$ cat src/rtl/rce_msg_framer.sv
// rce_msg_framer: packs a gated serial message into K-bit words,
// tags them with a block index and buffers them 2-deep.
module rce_msg_framer #(
  parameter int K = 32,
  parameter int NBLK = 32,
  parameter bit MSB_FIRST = 1'b1,
  parameter int IW = $clog2(NBLK)
) (
  input  logic                 clk,
  input  logic                 rst,
  input  logic                 clr,
  input  logic                 msg,
  input  logic                 datavalid,
  output logic [K-1:0]         out_data,
  output logic                 out_valid,
  input  logic                 out_ready,
  output logic [IW-1:0]        out_idx,
  output logic                 out_first,
  output logic                 out_last,
  output logic [$clog2(K)-1:0] bit_cnt,
  output logic                 overflow
);

  localparam int BW = $clog2(K);

  typedef struct packed {
    logic [K-1:0]  data;
    logic [IW-1:0] idx;
  } ent_t;

  logic [K-1:0]  sh;
  logic [K-1:0]  sh_nxt;
  logic [IW-1:0] widx;
  ent_t          hd;
  ent_t          tl;
  ent_t          wr;
  logic          hd_vld;
  logic          tl_vld;
  logic          done;
  logic          pop;

  always_comb begin
    if (MSB_FIRST) sh_nxt = {sh[K-2:0], msg};
    else           sh_nxt = {msg, sh[K-1:1]};
  end

  assign done = datavalid && (bit_cnt == BW'(K-1));
  assign pop  = hd_vld && out_ready;
  assign wr   = '{data: sh_nxt, idx: widx};

  always_ff @(posedge clk or negedge rst) begin
    if (!rst) begin
      sh       <= '0;
      bit_cnt  <= '0;
      widx     <= '0;
      hd       <= '0;
      tl       <= '0;
      hd_vld   <= 1'b0;
      tl_vld   <= 1'b0;
      overflow <= 1'b0;
    end else if (clr) begin
      sh       <= '0;
      bit_cnt  <= '0;
      widx     <= '0;
      hd.idx   <= '0;
      hd_vld   <= 1'b0;
      tl_vld   <= 1'b0;
      overflow <= 1'b0;
    end else begin
      if (datavalid) begin
        sh      <= sh_nxt;
        bit_cnt <= done ? '0 : bit_cnt + 1'b1;
      end
      // index advances even on a drop to keep block framing aligned
      if (done) begin
        widx <= (widx == IW'(NBLK-1)) ? '0 : widx + 1'b1;
      end
      unique case (1'b1)
        !hd_vld: begin
          if (done) begin
            hd     <= wr;
            hd_vld <= 1'b1;
          end
        end
        hd_vld && !tl_vld: begin
          if (pop && done) begin
            hd <= wr;
          end else if (pop) begin
            hd_vld <= 1'b0;
          end else if (done) begin
            tl     <= wr;
            tl_vld <= 1'b1;
          end
        end
        hd_vld && tl_vld: begin
          if (pop) begin
            hd     <= tl;
            tl_vld <= done;
            if (done) tl <= wr;
          end else if (done) begin
            overflow <= 1'b1;
          end
        end
        default: ;
      endcase
    end
  end

  assign out_data  = hd.data;
  assign out_idx   = hd.idx;
  assign out_valid = hd_vld;
  assign out_first = hd_vld && (hd.idx == '0);
  assign out_last  = hd_vld && (hd.idx == IW'(NBLK-1));

endmodule

$ cat config.mk
export PLATFORM = sky130hd
export DESIGN_NAME = rce_msg_framer
export DESIGN_NICKNAME = d
export VERILOG_FILES = /design/src/rtl/rce_msg_framer.sv
export SDC_FILE = /design/constraint.sdc
export NUM_CORES = 1
export LEC_CHECK = 0
export BUFFER_PORTS_ARGS = -buffer_cell sky130_fd_sc_hd__buf_4
export CELL_PAD_IN_SITES_DETAIL_PLACEMENT = 1
export CELL_PAD_IN_SITES_GLOBAL_PLACEMENT = 1
export CORE_UTILIZATION = 49
export CTS_BUF_LIST = sky130_fd_sc_hd__clkbuf_16
export DETAILED_ROUTE_END_ITERATION = 8
export PLACE_DENSITY_LB_ADDON = 0.1
export RECOVER_POWER = 100
export SLEW_MARGIN = 20
export SYNTH_ARGS = -nofsm -noshare
export SYNTH_HDL_FRONTEND = slang
export SYNTH_SLANG_ARGS = --single-unit
$ cat constraint.sdc
create_clock -name clk -period 3 [get_ports clk]
set_input_delay 0.45 -clock clk [delete_from_list [all_inputs] [get_ports clk]]
set_output_delay 0.45 -clock clk [all_outputs]
set_load 0.02 [all_outputs]
== Word level (Yosys, flattened, before mapping) ==
Cells that the tools add are included.
Widths: inputs -> output; s select.

* Word-level logic and storage cells: 86
* Output and inout port bits: 46
* Register bits: 118
* ROM bits: 0
* Input bits: 6
* Memories kept: 0
* RAM bits: 0
* Bits in latches: 0

* Bitwise logic cells: 1
* Equality and inequality tests: 16
* Shifts and indexed selects: 0
* $mul: 0
* Add/subtract/negate cells: 2
* Muxes and demuxes: 33
* Reductions and logical operators: 24
* Divide/modulo/power cells: 0
* Order comparisons: 0

{| class="wikitable"
|+ Operators by type and width
! cell !! number
|-
| $mux 37 || 8
|-
| $pmux 37 s3 || 1
|-
| $pmux 37 s2 || 1
|-
| $mux 31 || 2
|-
| $mux 5 || 7
|-
| $ne 3x3->1 const B || 6
|-
| $eq 5x5->1 const B || 3
|-
| $reduce_and 5->1 || 3
|-
| $mux 1 || 12
|-
| $add 5x1->5 const B || 2
|-
| $reduce_bool 3->1 || 3
|-
| $ne 2x2->1 const B || 4
|-
| $reduce_bool 2->1 || 4
|-
| $logic_and 1x1->1 || 7
|-
| $reduce_and 3->1 || 2
|-
| $logic_not 5->1 || 1
|-
| $ne 4x4->1 const B || 1
|-
| $pmux 1 s2 || 2
|-
| $reduce_and 4->1 || 1
|-
| $reduce_bool 4->1 || 1
|-
| $ne 3x2->1 const B || 1
|-
| $logic_not 1->1 || 2
|-
| $ne 2x1->1 const B || 1
|-
| $not 1->1 || 1
|}

== Logic depth before layout (Yosys ltp) ==
* Depth in word-level cells: 7
* Mapped depth: 8
* Mapped depth without buffers: 6

== Worst setup path after synthesis ==
OpenSTA, ideal clock, no wires.

* Path kind: register to register
* From: reg bit_cnt[0]
* To: reg hd, in the netlist out_data[0]
* Period minus slack after synthesis: 2257 ps
* Buffers on the path: 1
* Slack: 743 ps
* Arrival time: 2132 ps
* Library setup time: 125 ps
* Required time: 2875 ps
* Cell stages (with the launch flop): 8
* Cells stage by stage: dfrtp_1 ha_1 and3_1 ha_1 a22oi_2 nor3_4 buf_6 mux2_4

* Longest elaborated chain between the ends: 5
* Elaborated cells between the ends (all ways): 6
* Classes of those cells: eq/ne: 3; reduce/logical: 3

{| class="wikitable"
|+ Ends and longest elaborated chain
! what !! line !! text
|-
| start: declaration || 20 || <nowiki>output logic [$clog2(K)-1:0] bit_cnt,</nowiki>
|-
| start signal: assignment || 72 || <nowiki>bit_cnt <= done ? '0 : bit_cnt + 1'b1;</nowiki>
|-
| $eq 5x5->1 * || 47 || <nowiki>assign done = datavalid && (bit_cnt == BW'(K-1));</nowiki>
|-
| $logic_and 1x1->1 * || 47 ||
|-
| $logic_and 1x1->1 || 86 || <nowiki>if (pop && done) begin</nowiki>
|-
| $ne 2x1->1 (no line) || n/a ||
|-
| $reduce_and 5->1 (no line) * || n/a ||
|-
| end signal: assignment || 81 || <nowiki>hd <= wr;</nowiki>
|-
| end signal: assignment || 87 || <nowiki>hd <= wr;</nowiki>
|-
| end signal: assignment || 97 || <nowiki>hd <= tl;</nowiki>
|-
| end: declaration || 34 || <nowiki>ent_t hd;</nowiki>
|}

Every way passes the cells marked *; elsewhere a longest branch is shown, timed or not.
A chain may end at the register's enable or synchronous reset.

== Final worst setup path ==
* From: reg bit_cnt[1]
* To: reg hd, in the netlist out_data[3]

Same word-level chain as after synthesis.

==> results_dict.tcl <==
set metrics [dict create \
    critical_path_class "reg -> reg" \
    crit_chain "ha_1 -> and3_1 -> ha_1 -> clkbuf_1 -> a22oi_1 -> nor3_4 -> buf_4 -> mux2_2" \
    hold_viol 0 \
    p_sw_frac 0.1978 \
    start_util 0.5056 \
    drtPass1Iterations 4 \
    r2r_slack_ns 0.41 \
    ir_drop_uv 533.8 \
    reg2reg_to "out_data[3]" \
    antenna_left 0 \
    total_power_uw 3825 \
    place_hpwl_mm 6.472 \
    yosys_warnings 0 \
    htree_num_levels 4 \
    post-synth-top-count-cell "dfrtp_1" \
    vias 3195 \
    place_area_um2 5728 \
    die_h_um 105.4 \
    whs_ns 0.3118 \
    cts-root-buf "clkbuf_16" \
    setup_viol 0 \
    clockBufferDepth 2 \
    rr_worst_depth 8 \
    worst_path_dominant_cell_family "buffers and inverters" \
    final_util 0.5884 \
    syn_to_final_growth_pct 16.40 \
    tightest_slew_ns 2.315 \
    synthesis.nets 387 \
    holdPathEnd "tl[5]" \
    grt_pass1_wl_mm 18.89 \
    synth-seq-area-share 0.5632 \
    finalClockSkew_ns 0.006298 \
    std_cell_rows 37 \
    antenna_found_initial 1 \
    drc_errors 0 \
    postCtsSetupBuffers 0 \
    p_seq_frac 0.419 \
    violations "max-capacitance violations, max-slew violations" \
    pwr-share-comb 0.024 \
    cts_sinks 118 \
    synth-seq-cells 118 \
    nNetsFinal 443 \
    ctsResizeCount 0 \
    grt_pass1_vias 3607 \
    worstPathMaxFanout 24 \
    max_freq_mhz 385.5 \
    multiInputGateArea_um2 2083 \
    wire_per_inst_um 18.70 \
    cts_hold_buf 0 \
    reg2reg_from "bit_cnt[1]" \
    synth_cell_types 36 \
    syn_area_per_cell_um2 13.91 \
    fin_crit_sh 0.8646 \
    hp-start "msg" \
    synth_ff_type "dfrtp_1" \
    critical_path_arrival_ns 2.88 \
    ys_top_cells_by_count "dfrtp_1, mux2_2, nor2_1, mux2i_1, mux2_4" \
    tritoncts "done" \
    synth_edf_count 0 \
    syn_area_um2 5243 \
    ys_top_cells_by_area "dfrtp_1, mux2_2, mux2i_1" \
    grt_max_degree 69 \
    slew_headroom -0.5436 \
    p_int_uw 3069 \
    critPathMaxStageDelay_ns 0.43 \
    grt_overflow 0 \
    synthArstFlopShare 1.000 \
    p_leak_uw 0.003051 \
    outcome "complete, but fails checks" \
    fp.dieW_um 105.4 \
    io-pin-count 52 \
    grt_usage 0.2216 \
    gp_congestion 0.7348 \
    postLayoutCellArea_um2 6102 \
    p_per_area_nw_per_um2 626.9 \
    syn_inst 377 \
    switchingPower_uw 756.6 \
    post_drt_via_cell_ratio 5.509 \
    finalCriticalPeriod_ns 2.594 \
    clkLatencyLatePin_ns 0.41 \
    min_path_type "in -> reg" \
    dieArea_um2 11120 \
    crit_buf_inv 2 \
    crit_slowest_cell "dfrtp_1" \
    cts_made_buffers 17 \
    yosys.area.top_type "dfrtp_1" \
    rsz0062_at_grt "false" \
    maxCapViolations 1 \
    cp.required_ns 3.28 \
    drt_wl_total_mm 10.85 \
    layout-drive-gt1-share 0.3108 \
    path_common_cell "ha_1" \
    n_antenna_cell 0 \
    synth_top_area_frac 0.5632 \
    clk_pin_slew_ns 0.05 \
    cp-end-kind "flop" \
    coreArea_um2 10370 \
    initialDrtViolationCount 93 \
    hold-path-cell-count 2 \
    tns_ns 0 \
    port_buffers 51 \
    finalMaxSlewViolations 32 \
    ff_latch_area_um2 2953 \
    fillCellCount 1046 \
    start_kind "flop" \
    p_clk_frac 0.557 \
]
==> how the worst max path moves through the flow <==
| stage | from | endpoint | slack, ns | cells after the start |
|---|---|---|---|---|
| detailed placement | bit_cnt[1] | tl[22] | 0.64 | 7 |
| floorplan | bit_cnt[0] | out_data[0] | 0.74 | 7 |
| global placement | bit_cnt[0] | tl[13] | 0.77 | 7 |
| CTS | bit_cnt[1] | tl[22] | 0.58 | 7 |
| finish | bit_cnt[1] | out_data[3] | 0.41 | 8 |
| global route | datavalid | sh[15] | 0.26 | 4 |
==> area by class of cell <==
cell class | count | share of cell area
Tap cell | 136 | 0.02789
Multi-Input combinational cell | 234 | 0.3414
Clock buffer | 17 | 0.06972
Clock inverter | 13 | 0.03096
Timing Repair Buffer | 59 | 0.04429
Sequential cell | 118 | 0.4839
Inverter | 3 | 0.001845
==> sequential cells by signal, summed over array words and instances (netlist names) <==
signal,flops
overflow,1
out_data,32
tl,37
sh,31
widx,5
bit_cnt,5
out_idx,5
out_valid,1
tl_vld,1
==> placed cells by master, fill, tap and decap left out, types with 3 or more instances in the layout <==
cell type  synthesis  final
clkbuf_16          0     17
o21ai_0            4      4
mux2i_1           32     32
clkbuf_1           5     48
bufinv_16          0      5
mux2_2            96     96
nand2_1            9      9
clkinv_2           0      3
buf_4              1      7
dfrtp_1          118    118
a21oi_1            9      9
ha_1               4      4
a22o_1             5      5
mux2_1             1     11
nand3_1            4      4
inv_1              3      4
clkinv_1           0      3
nor2_1            36     36
==> per-layer routing <==
layer  GRT usage  wire (µm)  up-vias
met2      0.3703       5657       41
met5           0         11        -
li1            -          -     1451
met1      0.2786       4726     1689
met4     0.06942        107        2
met3     0.06246        343       12
==> worst register-to-register path, delay by kind of cell, from the launching register on <==
kind / cells / cell delay [ns]
and+or+nand+nor: 2 / 0.38
AOI/OAI and AO/OA: 1 / 0.22
adders and majority gates: 2 / 0.38
buffers and inverters: 2 / 0.66
DFF: 1 / 0.43
muxes: 1 / 0.41
==> through the flow <==
stage / std cells / setup WS, ns
final: 580 / 0.4062
after global routing: 580 / 0.2623
after CTS: 580 / 0.5768
after detailed placement: 550 / 0.6426
after global placement: 550 / 0.7727
after floorplan: 377 / 0.7430
==> logic make-up (layout without fill, tap and decap cells) <==
kind of cell,Yosys count,after routing,synth area share
multiplexers,140,140,0.3010
flip-flops,118,118,0.5632
AND/OR/NAND/NOR,64,64,0.05943
buffers and inverters,25,92,0.03294
AO/OA/AOI/OAI,24,24,0.03055
adder cells (fa/ha/maj),4,4,0.009547
XOR/XNOR,2,2,0.003342
==> power groups by stage <==
stage	clock network [µW]	registers [µW]	logic [µW]
final	2130	1600	92.4
after global routing	2230	1600	105
after CTS	2170	1600	99.1
after detailed placement	0	1630	98.8
after global placement	0	1630	97.4
after floorplan	0	1630	40.5
Power figures use the tool's default switching activity.
